File: src/rtl/zneg_pkg.sv
// Shared helpers for the z^-D delay line: delay clamping, modular pointer math, defaults.
package zneg_pkg;

  localparam int unsigned DefaultBitwidth = 32;

  // Maps a requested delay onto the supported range 1..max_delay.
  function automatic int unsigned delay_clamp(input int unsigned delay,
                                              input int unsigned max_delay);
    if (delay == 0) begin
      return 1;
    end else if (delay > max_delay) begin
      return max_delay;
    end
    return delay;
  endfunction

  // (a - b) mod m for a < m and b < m, with no power-of-two assumption.
  function automatic int unsigned ptr_sub_mod(input int unsigned a, input int unsigned b,
                                              input int unsigned m);
    if (a >= b) begin
      return a - b;
    end
    return a + m - b;
  endfunction

endpackage

File: src/rtl/zneg_n_ram.sv
// Sample buffer for zneg_n: one synchronous write port, one asynchronous read port.
module zneg_n_ram
  import zneg_pkg::*;
#(
  parameter int unsigned DEPTH = 64,
  parameter int unsigned WIDTH = DefaultBitwidth,
  parameter int unsigned AW    = $clog2(DEPTH)
) (
  input  logic             clk,
  input  logic             we,
  input  logic [AW-1:0]    waddr,
  input  logic [WIDTH-1:0] wdata,
  input  logic [AW-1:0]    raddr,
  output logic [WIDTH-1:0] rdata
);

  logic [WIDTH-1:0] mem [DEPTH];

  always_ff @(posedge clk) begin
    if (we) begin
      mem[waddr] <= wdata;
    end
  end

  // Combinational read sees the old word on a same-cycle write to the same address.
  assign rdata = mem[raddr];

endmodule

File: src/rtl/zneg_n.sv
// Run-time selectable z^-D delay line advancing on a sample strobe.
// Optional macro ZNEG_N_PRIME_EN adds fill tracking and zeroes output until primed.
module zneg_n
  import zneg_pkg::*;
#(
  parameter int unsigned BITWIDTH  = DefaultBitwidth,
  parameter int unsigned MAX_DELAY = 64,
  parameter int unsigned DW        = $clog2(MAX_DELAY + 1)
) (
  input  logic                clk,
  input  logic                rst,
  input  logic                en,
  input  logic [DW-1:0]       delay,
  input  logic [BITWIDTH-1:0] sig_in,
  output logic [BITWIDTH-1:0] sig_out,
  output logic                out_valid,
  output logic                delay_clamped
);

  localparam int unsigned AW = $clog2(MAX_DELAY);

  logic [AW-1:0]       wp_q, wp_d, rd_addr;
  logic [BITWIDTH-1:0] rd_data, out_d, sig_out_q;
  logic                out_valid_q, clamped_q, clamped_d;
  int unsigned         de;

  always_comb begin
    de        = delay_clamp(32'(delay), MAX_DELAY);
    rd_addr   = AW'(ptr_sub_mod(32'(wp_q), de - 1, MAX_DELAY));
    wp_d      = (wp_q == AW'(MAX_DELAY - 1)) ? '0 : wp_q + 1'b1;
    out_d     = (de == 1) ? sig_in : rd_data;
    clamped_d = (delay == '0) || (32'(delay) > MAX_DELAY);
  end

  zneg_n_ram #(
    .DEPTH (MAX_DELAY),
    .WIDTH (BITWIDTH),
    .AW    (AW)
  ) u_ram (
    .clk   (clk),
    .we    (en && !rst),
    .waddr (wp_q),
    .wdata (sig_in),
    .raddr (rd_addr),
    .rdata (rd_data)
  );

`ifdef ZNEG_N_PRIME_EN
  logic [DW-1:0] fill_q, fill_d;
  logic          valid_d;

  always_comb begin
    valid_d = (32'(fill_q) + 1) >= de;
    fill_d  = (32'(fill_q) == MAX_DELAY) ? fill_q : fill_q + 1'b1;
  end
`endif

  always_ff @(posedge clk) begin
    if (rst) begin
      sig_out_q   <= '0;
      out_valid_q <= 1'b0;
      clamped_q   <= 1'b0;
      wp_q        <= '0;
`ifdef ZNEG_N_PRIME_EN
      fill_q      <= '0;
`endif
    end else begin
      clamped_q <= clamped_d;
`ifdef ZNEG_N_PRIME_EN
      if (en) begin
        wp_q        <= wp_d;
        fill_q      <= fill_d;
        out_valid_q <= valid_d;
        sig_out_q   <= valid_d ? out_d : '0;
      end
`else
      out_valid_q <= 1'b1;
      if (en) begin
        wp_q      <= wp_d;
        sig_out_q <= out_d;
      end
`endif
    end
  end

  assign sig_out       = sig_out_q;
  assign out_valid     = out_valid_q;
  assign delay_clamped = clamped_q;

endmodule

File: config.mk
export PLATFORM = sky130hd
export DESIGN_NAME = zneg_n
export DESIGN_NICKNAME = d
export VERILOG_FILES = /design/src/rtl/zneg_pkg.sv /design/src/rtl/zneg_n_ram.sv /design/src/rtl/zneg_n.sv
export SDC_FILE = /design/constraint.sdc
export NUM_CORES = 2
export LEC_CHECK = 0
export BUFFER_PORTS_ARGS = -buffer_cell sky130_fd_sc_hd__buf_2
export CORE_AREA = 2 2 582 353
export CTS_CLUSTER_SIZE = 40
export DETAILED_ROUTE_END_ITERATION = 6
export DIE_AREA = 0 0 584 355
export GPL_TIMING_DRIVEN = 0
export PLACE_DENSITY_LB_ADDON = 0.15
export SLEW_MARGIN = 20
export SYNTH_ARGS = -nofsm -noshare
export SYNTH_HDL_FRONTEND = slang
export SYNTH_SLANG_ARGS = --single-unit
File: constraint.sdc
create_clock -name clk -period 4.7 [get_ports clk]
set_clock_uncertainty 0.05 [all_clocks]
set_input_delay 0.235 -clock clk [delete_from_list [all_inputs] [get_ports clk]]
set_output_delay 0.235 -clock clk [all_outputs]
set_load 0.02 [all_outputs]
==> impl_metrics.ini <==
[timing]
finalMaxSlewViolations = 0
relSlewSlack = 0.203
holdWs_ns = 0.0901
fin_crit_sh = 1.01
fmax_ghz = 0.210
setup_viol = 4
worstMarginPinSlew_ns = 1.20
hold_viol_final = 0
finalCriticalPeriod_ns = 4.76
rsz0062_at_grt = false
finalWorstSetupSlack_ns = -0.0606

[final_layout]
fin_util = 0.464
drive_gt1_frac = 0.308
fin_cells = 6827
area_delta_synth_final_pct = 16.5
nNetsFinal = 4064

[synthesis]
ys.flop_type = edfxtp_1
synth_cell_types = 48
synth-seq-area-share = 0.774
ys_async_sr_fraction = 0
synth.cell_area_um2 = 80400
ys_ff_latch = 2088
postSynthCellCount = 3609
synth-edff-count = 2048
yosysWarnings = 0
syn_avg_cell_area_um2 = 22.3
synth_nets = 3660

[setup_path]
crit_chain = buf_2, nor3_1, nand2b_1, nor2_1, o21ai_1, ha_1, xnor2_1, ha_1, xnor2_2, buf_4, buf_2, clkbuf_2, nand2_1, a311oi_1, o21ai_0, a41oi_1
reg2reg_from = wp_q[0]
critPathKind = input pin to register
path_buf_inv = 4
slowest_delay_ns = 0.60
cpLargestDelayFamily = compound AO/OA/AOI/OAI gates
r2r_cells = 12
arrival_ns = 5.47
critical_path_depth = 16
cpMaxStageDelayCell = a311oi_1
crit_path_start_kind = input pin
crit_fanout = 19
worstPathRequired_ns = 5.40
end_kind = register
cp-startpoint = delay[2]

[worst_hold_path]
min_delay_path_depth = 2
hp-start = rst
hold_class = input pin to register

[grt]
grt_max_degree = 66
gr-total-overflow = 0
antenna_found_initial = 12
grt_pass1_vias = 38700
grt_pass1_wl_mm = 316
grt_usage = 0.220

[place]
io_buffers = 73
place_inst = 6450
dp_slack_ns = -1.92
hpwl_mm = 148
gp_congestion = 0.802

[die]
ios = 76
start_util = 0.399
die_h_um = 355
num_rows = 128
die_w_um = 584
die_area_um2 = 207000
core_um2 = 202000

[power_and_ir_drop]
vdd_drop_max_mv = 0.309
finalPower_mw = 42.2
powerDensity_nw_per_um2 = 450
leakagePower_nw = 29.0

[clock_network]
clock_path_buffers = 4
cts-root-buf = clkbuf_16
cts.clk_slew.worst_paths_ns = 0.07
numCtsBuffers = 193
cts_tree = done
post-cts-setup-buffers = 0
cts.htree.levels = 4
insertion_delay_ns = 0.85
cts_sinks = 2088

[routing]
wl_per_cell_um = 33.6
vias = 40100
drtIter0Drc = 5832
antenna_left = 0
vias_per_cell = 5.88
first_pass_iters = 5
drc = 0
wl_mm = 230

[outcome]
status = finished with violations
violations = negative setup slack

[run]
maxCapViolations = 0
==> logic make-up (layout without fill, tap and decap cells) <==
group / count (synthesis) / count (layout) / share of synthesized area
XOR/XNOR: 10 / 10 / 0.00109
buffers and inverters: 220 / 769 / 0.0142
flip-flops: 2088 / 2088 / 0.774
other: 0 / 4 / 0
AO/OA/AOI/OAI: 212 / 212 / 0.0192
adder cells (fa/ha/maj): 9 / 9 / 0.00149
multiplexers: 637 / 637 / 0.166
AND/OR/NAND/NOR: 433 / 433 / 0.0233
==> path summary, 6_finish.rpt <==
check | endpoint | slack, ns
min reg2reg | sig_out[29] | 0.52
max | sig_out[22] | -0.06
min | wp_q[2] | 0.09
max reg2reg | sig_out[13] | 0.09
==> flip-flops by register name, summed over array words and instances, names as in the netlist <==
register       count
delay_clamped      1
u_ram.mem       2048
wp_q               6
out_valid          1
sig_out           32
==> Yosys cell counts (2+ instances only) <==
library cell	instances	area share
nand4_1	2	0.00016
xor2_1	4	0.00044
buf_2	40	0.0025
mux4_2	553	0.15
edfxtp_1	2048	0.76
nand3_1	41	0.0026
or4_1	2	0.00019
a311oi_1	52	0.0057
nand2_1	235	0.011
nor2b_1	3	0.00023
ha_1	8	0.0012
nor2_1	80	0.0037
buf_4	19	0.0018
a21oi_1	18	0.0011
buf_6	26	0.0036
clkbuf_1	95	0.0044
dfxtp_1	40	0.010
inv_1	7	0.00033
o211ai_1	11	0.0010
and3_1	53	0.0041
a41oi_1	20	0.0022
o21ai_0	39	0.0024
o221a_2	11	0.0015
mux2_1	5	0.00070
o21ai_1	16	0.0010
o22ai_1	25	0.0019
or3_1	2	0.00016
mux2_2	64	0.0090
or3b_2	2	0.00022
nand2b_1	2	0.00016
mux2i_1	15	0.0019
nand3b_1	3	0.00028
buf_1	33	0.0015
a32o_1	12	0.0015
nor3_1	4	0.00025
o21a_1	2	0.00019
xnor2_1	6	0.00065
==> layout make-up <==
cell class	count	area [um^2]
Antenna cell	4	10.0
Buffer	210	1190
Clock buffer	252	5230
Clock inverter	88	704
Fill cell	16600	108000
Inverter	7	26.3
Multi-Input combinational cell	1301	17600
Sequential cell	2088	62300
Tap cell	2665	3330
Timing Repair Buffer	212	3290
==> layer usage <==
metal,global-route usage,vias up,part of all wire
li1,-,16100,-
met1,0.360,21900,0.47
met2,0.298,1888,0.41
met3,0.0477,280,0.095
met4,0.0458,2,0.020
met5,0,-,0.000057
==> timing repair <==
item / 4_1_cts / 5_1_grt
setup endpoints to repair: 32 / 30
gates resized for setup: 42 / 62
hold buffers: 35 / 1
pin swaps: 0 / 0
endpoints found under the hold margin: 1542 / 64
==> stage by stage <==
step	setup TNS [ns]	area [um^2]
4_1_cts	0	93600
3_3_place_gp	-2468.41	84100
5_1_grt	0	93700
3_5_place_dp	-49.83	87200
2_1_floorplan	0	80400
6_report	-0.157	93700
==> power by group <==
group / total, mW / switching [mW] / leakage, nW / internal, mW
clock: 15.3 / 6.84 / 2.90 / 8.46
sequential: 20.6 / 0.0754 / 18.7 / 20.5
combinational: 6.29 / 3.85 / 7.39 / 2.44
total: 42.2 / 10.8 / 29.0 / 31.4
==> layout by cell type, fill, tap and decap left out, types with 8 or more instances in the layout <==
master,count
clkinv_2,31
buf_1,11
clkbuf_2,36
clkbuf_16,199
mux4_2,553
mux2_2,64
o21ai_0,38
a311oi_2,16
ha_1,8
nand2_1,234
o211ai_1,11
buf_2,86
dlygate4sd3_1,36
dfxtp_1,40
nand3_1,41
a21oi_1,17
a311oi_1,36
o21ai_1,17
clkbuf_1,113
edfxtp_1,2048
o22ai_1,25
buf_12,39
a32o_1,12
and3_1,53
mux2i_1,15
bufinv_16,12
buf_16,60
o221a_2,11
buf_6,27
nor2_4,64
a41oi_1,20
nor2_1,15
buf_4,54
clkinv_1,40
Note: power is estimated with default switching activity, not from simulation.
